**src/rtl/wave_pkg.sv**
```systemverilog
// Shared capture/display definitions: FSM encodings and sample RAM geometry.
package wave_pkg;

  localparam int DEPTH_LOG2 = 8;
  localparam int ADDR_W     = DEPTH_LOG2 + 1;

  typedef enum logic [1:0] {
    ARMED  = 2'd0,
    ACTIVE = 2'd1,
    WAIT   = 2'd2
  } wave_state_t;

  // Signed two's-complement top byte to offset binary.
  function automatic logic [7:0] to_offset_binary(input logic [7:0] top_byte);
    return {~top_byte[7], top_byte[6:0]};
  endfunction

endpackage

```
**src/rtl/dffr.sv**
```systemverilog
// Flop cell with synchronous active-high reset to zero.
module dffr #(
  parameter int W = 1
) (
  input  logic         clk,
  input  logic         reset,
  input  logic [W-1:0] d,
  output logic [W-1:0] q
);

  always_ff @(posedge clk) begin
    if (reset) q <= '0;
    else       q <= d;
  end

endmodule

```
**src/rtl/dffre.sv**
```systemverilog
// Flop cell with synchronous active-high reset to zero and load enable.
module dffre #(
  parameter int W = 1
) (
  input  logic         clk,
  input  logic         reset,
  input  logic         en,
  input  logic [W-1:0] d,
  output logic [W-1:0] q
);

  always_ff @(posedge clk) begin
    if (reset)   q <= '0;
    else if (en) q <= d;
  end

endmodule

```
**src/rtl/wave_capture.sv**
```systemverilog
// Captures one buffer-half of audio starting at a positive zero crossing into
// the RAM half the display is not reading; swaps halves during display idle.
module wave_capture
  import wave_pkg::*;
#(
  parameter int SAMPLE_W   = 16,
  parameter int DEPTH_LOG2 = wave_pkg::DEPTH_LOG2
) (
  input  logic                clk,
  input  logic                reset,
  input  logic                new_sample_ready,
  input  logic [SAMPLE_W-1:0] new_sample_in,
  input  logic                wave_display_idle,
  output logic [ADDR_W-1:0]   write_address,
  output logic                write_enable,
  output logic [7:0]          write_sample,
  output logic                read_index
);

  logic [1:0]            state_q;
  logic [1:0]            state_d;
  wave_state_t           state;
  wave_state_t           state_next;
  logic [DEPTH_LOG2-1:0] count_q;
  logic [DEPTH_LOG2-1:0] count_next;
  logic                  prev_msb;
  logic                  read_index_next;
  logic                  we_next;
  logic [ADDR_W-1:0]     addr_next;
  logic                  sample_msb;

  assign state      = wave_state_t'(state_q);
  assign state_d    = state_next;
  assign sample_msb = new_sample_in[SAMPLE_W-1];

  always_comb begin
    state_next      = state;
    count_next      = count_q;
    read_index_next = read_index;
    we_next         = 1'b0;
    addr_next       = {~read_index, count_q};
    case (state)
      ARMED: begin
        if (new_sample_ready && prev_msb && !sample_msb) begin
          we_next    = 1'b1;
          addr_next  = {~read_index, {DEPTH_LOG2{1'b0}}};
          count_next = {{(DEPTH_LOG2-1){1'b0}}, 1'b1};
          state_next = ACTIVE;
        end
      end
      ACTIVE: begin
        if (new_sample_ready) begin
          we_next    = 1'b1;
          count_next = count_q + 1'b1;
          // Last slot of the half: the increment wraps count back to zero.
          if (&count_q) state_next = WAIT;
        end
      end
      WAIT: begin
        if (wave_display_idle) begin
          read_index_next = ~read_index;
          state_next      = ARMED;
        end
      end
      default: state_next = ARMED;
    endcase
  end

  dffr #(.W(2)) u_state (
    .clk(clk), .reset(reset), .d(state_d), .q(state_q)
  );

  dffr #(.W(DEPTH_LOG2)) u_count (
    .clk(clk), .reset(reset), .d(count_next), .q(count_q)
  );

  dffre #(.W(1)) u_prev_msb (
    .clk(clk), .reset(reset), .en(new_sample_ready), .d(sample_msb), .q(prev_msb)
  );

  dffr #(.W(1)) u_read_index (
    .clk(clk), .reset(reset), .d(read_index_next), .q(read_index)
  );

  dffr #(.W(1)) u_write_enable (
    .clk(clk), .reset(reset), .d(we_next), .q(write_enable)
  );

  // Address and data hold their last written value between writes.
  dffre #(.W(ADDR_W)) u_write_address (
    .clk(clk), .reset(reset), .en(we_next), .d(addr_next), .q(write_address)
  );

  dffre #(.W(8)) u_write_sample (
    .clk(clk), .reset(reset), .en(we_next),
    .d(to_offset_binary(new_sample_in[SAMPLE_W-1:SAMPLE_W-8])), .q(write_sample)
  );

endmodule

```
**config.mk**
```make
export PLATFORM = sky130hd
export DESIGN_NAME = wave_capture
export DESIGN_NICKNAME = d
export VERILOG_FILES = /design/src/rtl/wave_pkg.sv /design/src/rtl/dffr.sv /design/src/rtl/dffre.sv /design/src/rtl/wave_capture.sv
export SDC_FILE = /design/constraint.sdc
export NUM_CORES = 1
export LEC_CHECK = 0
export CORE_ASPECT_RATIO = 0.75
export CORE_MARGIN = 8
export CORE_UTILIZATION = 60
export CTS_CLUSTER_SIZE = 24
export DETAILED_ROUTE_END_ITERATION = 12
export DONT_BUFFER_PORTS = 1
export PLACE_DENSITY_LB_ADDON = 0.05
export SLEW_MARGIN = 0
export SYNTH_ARGS = -nofsm -noshare
export SYNTH_HDL_FRONTEND = slang
export SYNTH_SLANG_ARGS = --single-unit
```
**constraint.sdc**
```tcl
create_clock -name clk -period 1.45 [get_ports clk]
set_clock_uncertainty 0.1 [all_clocks]
set_input_delay 0.29 -clock clk [delete_from_list [all_inputs] [get_ports clk]]
set_output_delay 0.29 -clock clk [all_outputs]
set_load 0.02 [all_outputs]
```
## Yosys cells after proc, flatten, opt, wreduce, memory -nomap -nowiden

Cells that the tools add are included.

| storage, ports and cells | value |
|---|---|
| flip-flop bits (word level) | 30 |
| logic and storage cells | 38 |
| output and inout port bits | 19 |
| input bits | 20 |

| cells by class | value |
|---|---|
| equal/unequal tests | 6 |
| muxes and demuxes | 13 |
| reduce and logical (&&, ||, !) cells | 9 |
| $add $sub $neg | 1 |
| bitwise gates (word level) | 2 |

Operators with widths:

| kind | number |
|---|---|
| 8-bit 2-to-1 mux | 4 |
| 8-bit case mux with 2 select lines | 1 |
| 8-bit by 1-bit adder with 8-bit output (second input constant) | 1 |
| 2-bit 2-to-1 mux | 4 |
| 2-bit inequality test (second input constant) | 4 |
| 8-bit AND reduction | 1 |
| 2-bit case mux with 3 select lines | 1 |
| 4-bit AND reduction | 1 |
| 3-bit AND reduction | 1 |
| 2-bit by 1-bit equality test with 1-bit output (second input constant) | 1 |
| 2-bit equality test (second input constant) | 1 |
| 1-bit logical AND | 2 |
| 2-bit logical NOT | 1 |
| 1-bit 2-to-1 mux | 2 |
| 1-bit NOT | 2 |
| 1-bit case mux with 2 select lines | 1 |
| 2-bit AND reduction | 1 |
| 2-bit nonzero test | 1 |
| 1-bit logical NOT | 1 |

## Depth between registers and ports, before layout

| logic depth | value |
|---|---|
| depth after elaboration | 4 |
| mapped depth | 7 |
| gate-level depth less buffers | 5 |

## Cells and area by module

Synthesis repeated with hierarchy kept, for this count alone.

| unflattened totals | value |
|---|---|
| cells, all modules | 145 |
| area total of the unflattened synthesis | 1345.0 um^2 |

By module, submodules not included:

| module | cells an instance | instances | seq. area each (um^2) | area each (um^2) |
|---|---|---|---|---|
| wave_capture | 63 | 1 | 0.0 | 376.6 |
| dffre (u_write_address) | 29 | 1 | 180.2 | 319.1 |
| dffre (u_write_sample) | 26 | 1 | 160.2 | 285.3 |
| dffr (u_count) | 16 | 1 | 160.2 | 210.2 |
| dffr (u_read_index ...) | 2 | 2 | 20.0 | 33.8 |
| dffr (u_state) | 4 | 1 | 40.0 | 52.6 |
| dffre (u_prev_msb) | 3 | 1 | 20.0 | 33.8 |

## Worst setup path after synthesis

No wires, ideal clock.

| timing path | value |
|---|---|
| kind | register to register |
| start | reg u_state.q[1] |
| end | reg u_count.q[7] |
| library setup time | 0.114 ns |
| setup slack | 0.110 ns |
| stages on the path, launching flop included | 5 |
| arrival time | 1.126 ns |
| clock period less this slack | 1.340 ns |
| required time | 1.236 ns |
| path buffers | 0 |
| cells stage by stage | dfxtp_1 and4b_1 and3_2 nor4b_1 a21o_1 |

| between the ends | value |
|---|---|
| cells in the longest elaborated chain, start to end | 3 |
| elaborated cells between the ends (all ways) | 7 |
| classes of those cells | eq/ne: 3; mux: 1; reduce/logical: 3 |

RTL lines:

| what | RTL line | text |
|---|---|---|
| from (decl) | dffr.sv:8 | `output logic [W-1:0] q` |
| from (signal assigned) | dffr.sv:12 | `if (reset) q <= '0;` |
| from (signal assigned) | dffr.sv:13 | `else q <= d;` |
| 2-bit by 1-bit equality test with 1-bit output / 2-bit logical NOT (equally long branches) | wave_capture.sv:42 | `case (state)` |
| 2-bit inequality test (no source line) / 2-bit nonzero test (equally long branches) | - |  |
| 3-bit AND reduction (no source line) | - |  |
| to (signal assigned) | dffr.sv:12 |  |
| to (signal assigned) | dffr.sv:13 |  |
| to (decl) | dffr.sv:8 |  |

Parallel ways exist; a longest one is shown, timed or not.
A chain may end at the register's enable or synchronous reset.

## Worst setup path in the final report

| timing path | value |
|---|---|
| start | reg u_state.q[1] |
| end | reg u_count.q[5] |

The elaborated chain is that of the path after synthesis.

==> impl_metrics.json <==
{
  "outcome": "finished, final reports clean",
  "tightest_slew_ps": 513.7,
  "yosysWarnings": 0,
  "multi_input_area_um2": 590.6,
  "maxCapViolations": 0,
  "dieArea_mm2": 0.003804,
  "rsz0062_at_grt": "true",
  "place_congestion": 0.8127,
  "grt.total_usage_pct": 15.81,
  "max_freq_mhz": 710.4,
  "vias_per_cell": 5.836,
  "met1_usage_pct": 18.54,
  "synth_simple_gate_area_share_pct": 21.71,
  "initialDrtViolationCount": 91,
  "synth_top_cell_area_share_pct": 48.24,
  "synthCells": 133,
  "required_ps": 1580,
  "yosys-top-cells-area": "dfxtp_1 (48%), nand2_1 (5.7%), mux2i_1 (5.6%), nor2_1 (4.5%), a21oi_1 (4.0%)",
  "path_max_fanout": 6,
  "wirelength_um": 2893,
  "yosys.area_share.xor_xnor_pct": 0.7035,
  "rows": 14,
  "die_y_um": 55.45,
  "io_pins": 39,
  "die_width_um": 68.60,
  "ir_drop_mv": 0.8203,
  "syn-cell-area_mm2": 0.001245,
  "met2_usage_pct": 22.52,
  "htreeDepth": 2,
  "grt_pass1_vias": 1016,
  "synthMuxAreaShare_pct": 5.628,
  "antenna_cells": 0,
  "setup_viol": 0,
  "fin_crit_sh_pct": 97.08,
  "synthTopCellsByCount": "dfxtp_1 (30), nand2_1 (19), nor2_1 (15)",
  "power_per_cell_area_mw_per_mm2": 962.7,
  "leakage_uw": 0.0006112,
  "gr-total-overflow": 0,
  "top_usage_layer": "met2",
  "clock_sinks": 30,
  "start_kind": "register",
  "syn_nets": 154,
  "synth_compound_area_share_pct": 17.19,
  "min_path_type": "primary input to register",
  "register_area_um2": 603.1,
  "cts_root_buf": "clkbuf_4",
  "antenna_found_initial": 0,
  "cp-end-kind": "register",
  "final.setup.worst_slack_ps": 42.40,
  "clk_pin_slew_ps": 90,
  "synthAdderAreaFrac_pct": 1.005,
  "yosys.area.top_type": "dfxtp_1",
  "relSlewSlack_pct": 65.64,
  "syn_avg_cell_area_um2": 9.360,
  "clk_path_buf_depth": 2,
  "cts_tree": "done",
  "drt-pass1-iter-count": 4,
  "dp_slack_ps": -22.31,
  "yosysUniqueCellTypes": 36,
  "maxSlewViolCount": 0,
  "met3_usage_pct": 8.048,
  "grt_pass1_wl_um": 4588,
  "hpwl_um": 1951,
  "core_mm2": 0.001979,
  "port_buffers": 0,
  "grt_max_degree": 18,
  "yosysMostFrequentCell": "dfxtp_1",
  "fin_tns_setup_ps": 0,
  "ys.flop_type": "dfxtp_1",
  "worstSetupPathType": "register to register",
  "nFillCells": 158,
  "clkLatencyLatePin_ps": 330,
  "synth.ff_latch_count": 30,
  "async_reset_ff_share_pct": 0,
  "synth_top_family_by_area": "simple AND/OR/NAND/NOR gates",
  "area_delta_synth_final_pct": 17.09,
  "remaining_drc_errors": 0,
  "ys_seq_area_share_pct": 48.24,
  "wl_per_cell_um": 16.34,
  "synth_edf_count": 0,
  "initial_utilization_pct": 62.90,
  "ant_nets": 0,
  "worstPathArrival_ps": 1540,
  "cts_inserted_buffers": 5,
  "drive_gt1_share_pct": 20.92,
  "layout.nets": 174,
  "num_vias": 1033,
  "final_hold_viol_count": 0,
  "period_minus_slack_ps": 1408
}
worst max-delay path, stage by stage (launching register included):
cell,delay (ps)
dfxtp_2,360
and4b_1,320
and3_2,260
nor2_1,60
a22o_1,220
path summary, 6_finish.rpt:
path | from | endpoint | slack, ps | cells past startpoint
max | u_state.q[1] | u_count.q[5] | 40 | 4
min | new_sample_in[15] | u_prev_msb.q | 20 | 2
max reg2reg | u_state.q[1] | u_count.q[5] | 40 | 4
min reg2reg | u_state.q[1] | u_state.q[0] | 410 | 1
report_power, final:
group,leakage [µW],internal (µW),switching [µW]
clock network,0.0000308,174,280
logic,0.000337,47.7,48.0
registers,0.000243,835,18.1
total,0.000611,1060,346
logic make-up (layout without fill, tap and decap cells):
family,after synthesis,in the layout
and+or+nand+nor,55,55
DFF,30,30
AOI/OAI and AO/OA,29,29
buffers and inverters,10,30
muxes,7,7
adders and majority gates,1,1
xor gates and xnor gates,1,1
registers in the layout, summed over array words and instances, names as in the netlist:
name,cells
u_read_index.q,1
u_write_sample.q,8
u_state.q,2
u_write_address.q,9
u_write_enable.q,1
u_prev_msb.q,1
u_count.q,8
metal layers:
metal	vias to the layer above	part of all wire (%)
li1	506	-
met1	479	44
met2	38	42
met3	10	11
met4	0	2.4
met5	-	0
area by class of cell:
cell class                 count  area share [%]
sequential                    30           41.37
multi-input combinational     93           40.51
inverter                       3          0.7725
clock inverter                 2          0.6867
timing repair buffer          20           12.02
clock buffer                   5           2.575
tap                           24           2.060
through the flow:
step	utilization (%)	std cells	power (µW)	hold slack, ps	cell area, µm²
2_1_floorplan	-	133	935.7	285.6	1245
5_1_grt	73.64	177	1460	14.69	1458
4_1_cts	73.32	177	1414	8.436	1451
3_3_place_gp	64.92	159	934.2	259.0	1285
3_5_place_dp	64.92	159	937.6	259.9	1285
6_report	73.64	177	1403	21.88	1458
what timing repair did:
action | in CTS | in global routing
hold buffers | 10 | 0
gates resized for setup | 4 | 3
hold endpoints to repair | 14 | 0
setup endpoints to repair | 5 | 23
buffers inserted | 1 | 0
layout by cell type (no fill, tap or decap), types with 2 or more instances in the layout:
| master | n |
|---|---|
| clkbuf_4 | 5 |
| a21o_1 | 4 |
| nor3b_1 | 2 |
| o22ai_1 | 3 |
| clkinv_2 | 2 |
| dfxtp_2 | 2 |
| dfxtp_1 | 28 |
| o21ai_1 | 2 |
| nand3_1 | 6 |
| nor2_1 | 15 |
| a31o_2 | 2 |
| inv_1 | 3 |
| mux2i_1 | 7 |
| and3_1 | 2 |
| nor2b_2 | 2 |
| buf_4 | 10 |
| nand2_1 | 19 |
| a21oi_1 | 10 |
| dlygate4sd3_1 | 10 |
| nor3_1 | 2 |
No activity file was read; power rests on OpenSTA's default activity.
